<file path="src/rtl/bsg_manycore_pkg.sv">
// Shared types for the pod tag master: FSM/field state enum and a small width helper.
package bsg_manycore_pkg;

    typedef enum logic [2:0] {
        TAG_IDLE    = 3'd0,
        TAG_START   = 3'd1,
        TAG_ID      = 3'd2,
        TAG_DNR     = 3'd3,
        TAG_LEN     = 3'd4,
        TAG_PAYLOAD = 3'd5,
        TAG_GAP     = 3'd6,
        TAG_AUTO    = 3'd7
    } tag_state_e;

    function automatic int max_int(input int a, input int b);
        return (a > b) ? a : b;
    endfunction

endpackage

</file>
<file path="src/rtl/bsg_manycore_pod_tag_serializer.sv">
// Field shift/count datapath: frames one latched command onto the registered tag line.
// State and field counter are exposed on o_state/o_next_idle for the top and for checkers.
module bsg_manycore_pod_tag_serializer
    import bsg_manycore_pkg::*;
#(
    parameter int node_id_width_p = 4,
    parameter int len_width_p     = 3,
    parameter int payload_width_p = 1,
    parameter int gap_cycles_p    = 2
) (
    input  logic                       i_clk,
    input  logic                       i_rst_n,
    input  logic                       i_load,
    input  logic [node_id_width_p-1:0] i_node_id,
    input  logic                       i_data_not_reset,
    input  logic [payload_width_p-1:0] i_payload,
    output logic                       o_tag_data,
    output logic                       o_next_idle,
    output tag_state_e                 o_state
);

    localparam int MAX_FIELD = max_int(max_int(node_id_width_p, len_width_p),
                                       max_int(payload_width_p, gap_cycles_p));
    localparam int CW = $clog2(MAX_FIELD) + 1;
    localparam logic [len_width_p-1:0] LEN_VAL = len_width_p'(payload_width_p);

    tag_state_e                 r_state;
    tag_state_e                 w_next_state;
    logic [CW-1:0]              r_cnt;
    logic [CW-1:0]              w_next_cnt;
    logic [node_id_width_p-1:0] r_node_id;
    logic                       r_dnr;
    logic [payload_width_p-1:0] r_payload;
    logic                       r_tag_data;
    logic                       w_tag_next;
    logic                       w_last;
    int                         w_field_len;
    logic [node_id_width_p-1:0] w_id_sh;
    logic [len_width_p-1:0]     w_len_sh;
    logic [payload_width_p-1:0] w_pay_sh;

    always_ff @(posedge i_clk or negedge i_rst_n) begin
        if (!i_rst_n) begin
            r_state <= TAG_IDLE;
            r_cnt   <= '0;
        end else begin
            r_state <= w_next_state;
            r_cnt   <= w_next_cnt;
        end
    end

    always_comb begin
        w_field_len = 1;
        case (r_state)
            TAG_ID:      w_field_len = node_id_width_p;
            TAG_LEN:     w_field_len = len_width_p;
            TAG_PAYLOAD: w_field_len = payload_width_p;
            TAG_GAP:     w_field_len = gap_cycles_p;
            default:     w_field_len = 1;
        endcase
    end

    assign w_last = (r_cnt == CW'(w_field_len - 1));

    // The counter restarts at zero on every field change, so it is also the bit index.
    always_comb begin
        w_next_state = r_state;
        w_next_cnt   = r_cnt + CW'(1);
        if (r_state == TAG_IDLE) begin
            w_next_cnt = '0;
            if (i_load) w_next_state = TAG_START;
        end else if (w_last) begin
            w_next_cnt = '0;
            case (r_state)
                TAG_START:   w_next_state = TAG_ID;
                TAG_ID:      w_next_state = TAG_DNR;
                TAG_DNR:     w_next_state = TAG_LEN;
                TAG_LEN:     w_next_state = TAG_PAYLOAD;
                TAG_PAYLOAD: w_next_state = TAG_GAP;
                default:     w_next_state = TAG_IDLE;
            endcase
        end
    end

    assign w_id_sh  = r_node_id >> w_next_cnt;
    assign w_len_sh = LEN_VAL >> w_next_cnt;
    assign w_pay_sh = r_payload >> w_next_cnt;

    // Bit for the upcoming cycle; registering it keeps the tag line glitch-free.
    always_comb begin
        w_tag_next = 1'b0;
        case (w_next_state)
            TAG_START:   w_tag_next = 1'b1;
            TAG_ID:      w_tag_next = w_id_sh[0];
            TAG_DNR:     w_tag_next = r_dnr;
            TAG_LEN:     w_tag_next = w_len_sh[0];
            TAG_PAYLOAD: w_tag_next = r_dnr ? w_pay_sh[0] : 1'b1;
            default:     w_tag_next = 1'b0;
        endcase
    end

    always_ff @(posedge i_clk or negedge i_rst_n) begin
        if (!i_rst_n) begin
            r_tag_data <= 1'b0;
            r_node_id  <= '0;
            r_dnr      <= 1'b0;
            r_payload  <= '0;
        end else begin
            r_tag_data <= w_tag_next;
            if ((r_state == TAG_IDLE) && i_load) begin
                r_node_id <= i_node_id;
                r_dnr     <= i_data_not_reset;
                r_payload <= i_payload;
            end
        end
    end

    assign o_tag_data  = r_tag_data;
    assign o_next_idle = (w_next_state == TAG_IDLE);
    assign o_state     = r_state;

endmodule

</file>
<file path="src/rtl/bsg_manycore_pod_tag_master.sv">
// Serial bsg_tag master for the pod array: command handshake plus optional power-on
// auto-reset sequencer, enabled by BSG_MANYCORE_POD_TAG_MASTER_AUTO_RESET_EN.
// Handshake: a command transfers on the rising edge where cmd_v_i & cmd_ready_o; cmd_v_i
// may drop without a transfer, and inputs are ignored while cmd_ready_o is low.
module bsg_manycore_pod_tag_master
    import bsg_manycore_pkg::*;
#(
    parameter int num_nodes_p     = 1,
    parameter int node_id_width_p = 1,
    parameter int len_width_p     = 3,
    parameter int payload_width_p = 1,
    parameter int gap_cycles_p    = 2
) (
    input  logic                       clk_i,
    input  logic                       reset_n_i,
    input  logic                       cmd_v_i,
    input  logic [node_id_width_p-1:0] cmd_node_id_i,
    input  logic                       cmd_data_not_reset_i,
    input  logic [payload_width_p-1:0] cmd_payload_i,
    output logic                       cmd_ready_o,
    output logic                       tag_data_o,
    output logic                       busy_o
);

    typedef struct packed {
        logic [node_id_width_p-1:0] node_id;
        logic                       data_not_reset;
        logic [payload_width_p-1:0] payload;
    } cmd_s;

    if ((node_id_width_p < $clog2(num_nodes_p)) ||
        (payload_width_p > (1 << len_width_p) - 1)) begin : g_cfg_check
        $error("bsg_manycore_pod_tag_master: field widths cannot carry the configuration");
    end

    cmd_s       w_cmd;
    logic       w_load;
    logic       w_ser_idle;
    logic       w_ser_next_idle;
    logic       w_auto_active_nxt;
    tag_state_e w_ser_state;
    logic       r_cmd_ready;
    logic       r_busy;

    assign w_ser_idle = (w_ser_state == TAG_IDLE);

`ifdef BSG_MANYCORE_POD_TAG_MASTER_AUTO_RESET_EN
    localparam logic [1:0] PHASE_CLIENT_RESET = 2'd0;
    localparam logic [1:0] PHASE_ASSERT       = 2'd1;
    localparam logic [1:0] PHASE_DEASSERT     = 2'd2;
    localparam logic [node_id_width_p-1:0] LAST_NODE = node_id_width_p'(num_nodes_p - 1);

    logic                       r_auto_active;
    logic [1:0]                 r_phase;
    logic [node_id_width_p-1:0] r_node;
    logic                       w_auto_fire;
    logic                       w_auto_last;

    assign w_auto_fire       = r_auto_active && w_ser_idle;
    assign w_auto_last       = (r_phase == PHASE_DEASSERT) && (r_node == LAST_NODE);
    assign w_auto_active_nxt = r_auto_active && !(w_auto_fire && w_auto_last);

    always_comb begin
        w_load = w_auto_fire || (cmd_v_i && r_cmd_ready && w_ser_idle);
        w_cmd  = {cmd_node_id_i, cmd_data_not_reset_i, cmd_payload_i};
        if (r_auto_active) begin
            w_cmd.node_id        = r_node;
            w_cmd.data_not_reset = (r_phase != PHASE_CLIENT_RESET);
            w_cmd.payload        = {payload_width_p{r_phase == PHASE_ASSERT}};
        end
    end

    // Walks nodes 0..N-1 once per phase: client reset, pod reset on, pod reset off.
    always_ff @(posedge clk_i or negedge reset_n_i) begin
        if (!reset_n_i) begin
            r_auto_active <= 1'b1;
            r_phase       <= PHASE_CLIENT_RESET;
            r_node        <= '0;
        end else if (w_auto_fire) begin
            if (w_auto_last) r_auto_active <= 1'b0;
            if (r_node == LAST_NODE) begin
                r_node  <= '0;
                r_phase <= r_phase + 2'd1;
            end else begin
                r_node <= r_node + node_id_width_p'(1);
            end
        end
    end
`else
    assign w_load            = cmd_v_i && r_cmd_ready && w_ser_idle;
    assign w_cmd             = {cmd_node_id_i, cmd_data_not_reset_i, cmd_payload_i};
    assign w_auto_active_nxt = 1'b0;
`endif

    // Ready and busy are registered from next-cycle state so both read low during reset.
    always_ff @(posedge clk_i or negedge reset_n_i) begin
        if (!reset_n_i) begin
            r_cmd_ready <= 1'b0;
            r_busy      <= 1'b0;
        end else begin
            r_cmd_ready <= w_ser_next_idle && !w_auto_active_nxt;
            r_busy      <= !w_ser_next_idle || w_auto_active_nxt;
        end
    end

    bsg_manycore_pod_tag_serializer #(
        .node_id_width_p (node_id_width_p),
        .len_width_p     (len_width_p),
        .payload_width_p (payload_width_p),
        .gap_cycles_p    (gap_cycles_p)
    ) u_serializer (
        .i_clk            (clk_i),
        .i_rst_n          (reset_n_i),
        .i_load           (w_load),
        .i_node_id        (w_cmd.node_id),
        .i_data_not_reset (w_cmd.data_not_reset),
        .i_payload        (w_cmd.payload),
        .o_tag_data       (tag_data_o),
        .o_next_idle      (w_ser_next_idle),
        .o_state          (w_ser_state)
    );

    assign cmd_ready_o = r_cmd_ready;
    assign busy_o      = r_busy;

endmodule

</file>
<file path="config.mk">
export PLATFORM = sky130hd
export DESIGN_NAME = bsg_manycore_pod_tag_master
export DESIGN_NICKNAME = d
export VERILOG_FILES = /design/src/rtl/bsg_manycore_pkg.sv /design/src/rtl/bsg_manycore_pod_tag_serializer.sv /design/src/rtl/bsg_manycore_pod_tag_master.sv
export SDC_FILE = /design/constraint.sdc
export NUM_CORES = 1
export LEC_CHECK = 0
export BUFFER_PORTS_ARGS = -buffer_cell sky130_fd_sc_hd__buf_2
export CAP_MARGIN = 20
export CORE_UTILIZATION = 30
export DETAILED_ROUTE_END_ITERATION = 8
export PLACE_DENSITY_LB_ADDON = 0.3
export SKIP_CTS_REPAIR_TIMING = 1
export SLEW_MARGIN = 20
export SYNTH_ARGS = -nofsm -noshare
export SYNTH_HDL_FRONTEND = slang
export SYNTH_HIERARCHICAL = 1
export SYNTH_SLANG_ARGS = --single-unit
export TNS_END_PERCENT = 5
</file>
<file path="constraint.sdc">
create_clock -name clk_i -period 6.6 [get_ports clk_i]
set_clock_uncertainty 0.05 [all_clocks]
set_input_delay 0.66 -clock clk_i [delete_from_list [all_inputs] [get_ports clk_i]]
set_output_delay 0.66 -clock clk_i [all_outputs]
set_load 0.005 [all_outputs]
</file>
==> results of run 1 <==
[worst max-delay path: stages (launching register included)]
cell and delay, ns:
dfrtp_1 0.48, nor4_2 0.28, nor4b_1 0.78, a21oi_1 0.16
and2_1 0.24, a2111oi_2 0.37, a211o_1 0.14
[cell usage after synthesis (2+ instances only)]
cell / instances
dfrtp_1: 12
a211oi_1: 2
nor4bb_1: 2
nor3_1: 2
inv_1: 4
nor2_1: 5
mux2_2: 3
a21oi_1: 2
clkbuf_1: 2
nand2_1: 2
nand3_1: 2
[power breakdown]
part / internal [mW] / total, mW / switching, mW
sequential: 0.107 / 0.146 / 0.0392
combinational: 0.0888 / 0.180 / 0.0910
clock: 0.0335 / 0.0560 / 0.0225
[per-stage QoR]
step,hold WS [ns],instance area (µm²),std cells
finish,0.203,746,98
global route,0.210,746,98
CTS,0.201,746,98
detailed placement,0.450,709,94
global placement,0.448,709,94
floorplan,0.314,648,62
[worst max-delay path by stage]
| stage | start | to | slack (ns) | cells past startpoint |
|---|---|---|---|---|
| 2_1_floorplan | cmd_v_i | u_serializer/o_tag_data$_DFF_PN0_ | 4.35 | 7 |
| 3_3_place_gp | cmd_v_i | u_serializer/o_tag_data$_DFF_PN0_ | 3.90 | 8 |
| 3_5_place_dp | cmd_v_i | u_serializer/o_tag_data$_DFF_PN0_ | 3.86 | 8 |
| 4_1_cts | u_serializer/o_state[2]$_DFF_PN0_ | u_serializer/o_tag_data$_DFF_PN0_ | 4.01 | 6 |
| 5_1_grt | u_serializer/o_state[2]$_DFF_PN0_ | u_serializer/o_tag_data$_DFF_PN0_ | 3.83 | 6 |
| 6_report | u_serializer/o_state[2]$_DFF_PN0_ | u_serializer/o_tag_data$_DFF_PN0_ | 4.04 | 6 |
[metal layers]
layer / wire [µm] / global-route usage [%] / vias up
met4: 17 / 5.88 / 0
met5: 0 / 0 / -
li1: - / - / 248
met3: 27 / 4.72 / 2
met1: 593 / 16.4 / 227
met2: 509 / 16.0 / 6
[registers in the layout, indices dropped and copies added (netlist names)]
register	cells
u_serializer/o_state	3
u_serializer/r_cnt	3
busy_o	1
cmd_ready_o	1
u_serializer/o_tag_data	1
u_serializer/r_dnr	1
u_serializer/r_node_id	1
u_serializer/r_payload	1
[cell families (layout without fill, tap and decap cells)]
kind of cell	Yosys count	count (layout)	share of synthesized area, %
AOI/OAI and AO/OA	11	11	13.3
muxes	4	4	6.76
buffers and inverters	8	17	4.82
DFF	12	12	46.3
and+or+nand+nor	25	25	25.5
xor gates and xnor gates	1	1	1.35
adders and majority gates	1	1	1.93
[cell type report]
type	instances	area [µm²]	share of cell area [%]
Multi-Input combinational cell	42	317	42.4
Sequential cell	12	300	40.3
Timing Repair Buffer	8	40.0	5.37
Clock buffer	4	36.3	4.87
Tap cell	27	33.8	4.53
Inverter	5	18.8	2.52
==> flow_summary.toml, run 1 <==
[hold_path]
hold_class = "input pin to asynchronous set/reset pin"

[run]
maxCapViolCount = 0

[worst_setup_path]
startpoint_type = "flop"
timing.critical_path.required_ns = 6.76
crit_path_end_kind = "flop"
ff2ff_path_depth = 6
critPathKind = "flop to flop"
cp_max_fo = 10
rr_startpoint = "u_serializer/o_state[2]$_DFF_PN0_"
reg2reg_slack_ns = 4.04
r2r_end = "u_serializer/o_tag_data$_DFF_PN0_"
cp.arrival_ns = 2.72

[sta]
tightest_slew_ns = 0.935
final.setup.tns_ns = 0
relSlewSlack_pct = 36.8
worst_slack_ns = 4.04
hold_viol = 0
drv_slew = 0
min_period_ns = 2.56
finalCritPeriodShare_pct = 38.8
rsz0062_at_grt = "false"
max_freq_mhz = 390
setup_viol_count_final = 0

[power]
p_total_uw = 382
peakVddDrop_uv = 242
power.density_mw_per_mm2 = 512
leakage_nw = 0.331

[drt]
vias_per_cell = 4.93
drt-initial-drc-count = 14
wl_per_cell_um = 11.7
ant_nets = 0
num_vias = 483
wl_um = 1150
drc_errors = 0
drt_first_pass_iters = 6

[placed_design]
gp_congestion = 0.742
portBuffers = 8
hpwl_um = 865
dp_slack_ns = 3.86

[die]
die_h_um = 48.5
fp.dieArea_mm2 = 0.00235
placementRows = 16
ios = 9
core_area_mm2 = 0.00200
die_w_um = 48.5
start_util_pct = 32.4

[synth]
ys_types = 35
async_flop_share_pct = 100
synth_top_area_share_pct = 46.3
syn_area_um2 = 648
syn_nets = 69
synth-edff-count = 0
ys_top_cells_by_area = "dfrtp_1, mux2_2, nor4bb_1"
syn_inst = 62
synth_top_area_cell = "dfrtp_1"
synth_flop_cell = "dfrtp_1"
ys_ff_latch = 12
yosys_warnings = 6
synth-seq-area-share_pct = 46.3
syn_area_per_cell_um2 = 10.5

[clocking]
cts_tree = "built"
worstSkewPairLatency_ns = 0.27
clock_path_buffers = 2
path_clk_slew_ns = 0.07
clock-sinks = 12
cts_inserted_buffers = 3
ctsRootBufferMaster = "clkbuf_4"
htreeDepth = 1

[layout]
final_cell_mix = "dfrtp_1, buf_2, nor2_1"
n_fill_cell = 204
final_util_pct = 37.3
num_antenna_cells = 0
syn2layout_area_growth_pct = 15.1
fin_nets = 79
drive_above_1_share_pct = 29.6
final_common_cell = "dfrtp_1"

[global_route]
antenna_found_initial = 0
gr-usage-all-layers_pct = 11.9
grt_max_degree = 13
grt_overflow_total = 0
grt_pass1_wl_um = 2050
grt_pass1_vias = 448

[run_status]
status = "complete, no violations"
(Power assumes the default switching activity.)
==> run 2, diff against run 1 <==
--- a/config.mk
+++ b/config.mk
@@ -5,6 +5,7 @@
 export SDC_FILE = /design/constraint.sdc
 export NUM_CORES = 1
 export LEC_CHECK = 0
+export ABC_AREA = 1
 export BUFFER_PORTS_ARGS = -buffer_cell sky130_fd_sc_hd__buf_2
 export CAP_MARGIN = 20
 export CORE_UTILIZATION = 30
==> constraint.sdc (replaced) <==
create_clock -name clk_i -period 2.2 [get_ports clk_i]
set_clock_uncertainty 0.05 [all_clocks]
set_input_delay 0.22 -clock clk_i [delete_from_list [all_inputs] [get_ports clk_i]]
set_output_delay 0.22 -clock clk_i [all_outputs]
set_load 0.005 [all_outputs]
==> run 2 against run 1 <==
Compared with the run above: first-iteration DRC count decreased by 64%; worst setup slack got worse by 3.5 ns; flip-flop and latch count unchanged; design area increased by 6.9%; combinational power increased to 3.5 times the previous value; critical path type unchanged; highest routed layer is now met3.
==> flow_summary.toml, run 2 <==
[drt]
vias_per_cell = 4.34
wl_per_cell_um = 9.48
drc_errors = 0
ant_nets = 0
drt_first_pass_iters = 5
num_vias = 556
wl_um = 1210
drt-initial-drc-count = 5

[sta]
min_period_ns = 1.67
setup_viol_count_final = 0
tightest_slew_ns = 0.338
final.setup.tns_ns = 0
rsz0062_at_grt = "false"
hold_viol = 0
drv_slew = 0
relSlewSlack_pct = 77.3
max_freq_mhz = 599
worst_slack_ns = 0.532
finalCritPeriodShare_pct = 75.8
whs_ns = 0.104

[synth]
syn_area_per_cell_um2 = 7.84
yosys.area_share.simple_pct = 36.9
ys_top_cells_by_area = "dfrtp_1, nand2_1, nand3_1"
synth_top_area_share_pct = 42.6
syn_nets = 97
synth_top_area_cell = "dfrtp_1"
synth-seq-area-share_pct = 42.6
synth_top_family_by_area = "simple AND/OR/NAND/NOR gates"
synth.most_common_cell = "nand2_1"
synth_compound_area_share_pct = 7.27
synth_fa_ha_area_share_pct = 1.77
yosys_warnings = 6
synth_flop_cell = "dfrtp_1"
ys_ff_latch = 12
synth-edff-count = 0
ys_types = 24
synthMuxAreaShare_pct = 0
syn_area_um2 = 706
yosys.area_share.xor_xnor_pct = 1.24
syn_inst = 90
async_flop_share_pct = 100
synth_common_cells = "nand2_1, dfrtp_1, inv_1"

[placed_design]
dp.cells = 124
hpwl_um = 990
portBuffers = 8
gp_congestion = 0.748
dp_slack_ns = 0.521

[hold_path]
hold_class = "input pin to flop"
holdPathStages = 3

[worst_setup_path]
startpoint_type = "flop"
cp.arrival_ns = 1.77
crit_path_end_kind = "flop"
ff2ff_path_depth = 8
critPathKind = "flop to flop"
cp_max_fo = 10
timing.critical_path.required_ns = 2.30

[die]
fp.dieArea_mm2 = 0.00255
die_h_um = 50.5
ios = 9
core_area_mm2 = 0.00221
start_util_pct = 31.9
die_w_um = 50.5
placementRows = 17

[clocking]
htreeDepth = 1
cts_inserted_buffers = 3
worstSkewPairLatency_ns = 0.26
clock_path_buffers = 2
path_clk_slew_ns = 0.06
cts_tree = "built"
clock-sinks = 12
ctsRootBufferMaster = "clkbuf_4"

[layout]
final_cell_mix = "nand2_1, inv_1, dfrtp_1"
final_common_cell = "nand2_1"
final_util_pct = 36.0
seq_area_um2 = 300
syn2layout_area_growth_pct = 12.9
n_fill_cell = 246
drive_above_1_share_pct = 26.0
fin_nets = 109
layout.cells.non_filler = 128
multiInputGateArea_um2 = 333
num_antenna_cells = 0

[power]
cell_internal_pwr_uw = 620
power_frac_seq_pct = 35.0
swShare_pct = 46.4
p_sw_uw = 537
peakVddDrop_uv = 655
clock_power_share_pct = 10.6
leakage_nw = 0.404
power.density_mw_per_mm2 = 1450
pwr-share-comb_pct = 54.3

[global_route]
grt_overflow_total = 0
grt_pass1_vias = 517
grt_pass1_wl_um = 2190
gr-usage-all-layers_pct = 11.3
antenna_found_initial = 0
grt_max_degree = 13

[run_status]
status = "complete, no violations"

[run]
maxCapViolCount = 0
## run 2: layer usage
metal	track usage (%)	up-vias	part of all wire (%)	wire length, µm
met5	0	-	0	0
met4	5.56	0	0	0
met3	0.909	0	2.3	28
met2	19.1	10	51	622
met1	14.5	245	46	563
li1	-	301	-	-
## run 2: worst paths after layout
| kind | startpoint | slack, ns | end |
|---|---|---|---|
| setup / recovery | u_serializer/o_state[1]$_DFF_PN0_ | 0.53 | busy_o$_DFF_PN0_ |
| hold / removal | cmd_payload_i | 0.10 | u_serializer/r_payload$_DFFE_PN0P_ |
| setup reg to reg | u_serializer/o_state[1]$_DFF_PN0_ | 0.53 | busy_o$_DFF_PN0_ |
| hold reg to reg | u_serializer/r_node_id$_DFFE_PN0P_ | 0.44 | u_serializer/r_node_id$_DFFE_PN0P_ |
| max in group asynchronous | reset_n_i | 1.58 | u_serializer/r_cnt[0]$_DFF_PN0_ |
| min in group asynchronous | reset_n_i | 0.31 | u_serializer/o_state[0]$_DFF_PN0_ |
## run 2: worst max-delay path: stages (launching register included)
cell,delay [ns]
dfrtp_1,0.48
nor2_2,0.21
a21oi_2,0.09
nor2_4,0.17
nand2_4,0.09
nand2_1,0.08
nand2_2,0.09
nor3_1,0.23
inv_1,0.06
## run 2: power by group through the flow
stage | clock, mW | sequential (mW) | combinational, mW
CTS | 0.131 | 0.408 | 0.642
floorplan | 0 | 0.372 | 0.553
finish | 0.123 | 0.406 | 0.629
global placement | 0 | 0.408 | 0.636
detailed placement | 0 | 0.411 | 0.639
global route | 0.140 | 0.421 | 0.738
## run 2: area by class of cell
type / count / area share (%)
clock buffers: 3 / 2.83
flip-flops and latches: 12 / 37.7
inverters: 15 / 7.06
well taps: 28 / 4.40
repair buffers: 9 / 6.28
multi-input cells: 61 / 41.8
## run 2: through the flow
stage / total power [mW] / instance area (µm²)
after floorplan: 0.925 / 706
after global placement: 1.04 / 764
after detailed placement: 1.05 / 764
after CTS: 1.18 / 787
after global routing: 1.30 / 797
final: 1.16 / 797
## run 2: cells by family (layout without fill, tap and decap cells)
family | after synthesis | after routing
DFF | 12 | 12
and+or+nand+nor | 51 | 51
AOI/OAI and AO/OA | 8 | 8
xor gates and xnor gates | 1 | 1
buffers and inverters | 17 | 27
adders and majority gates | 1 | 1
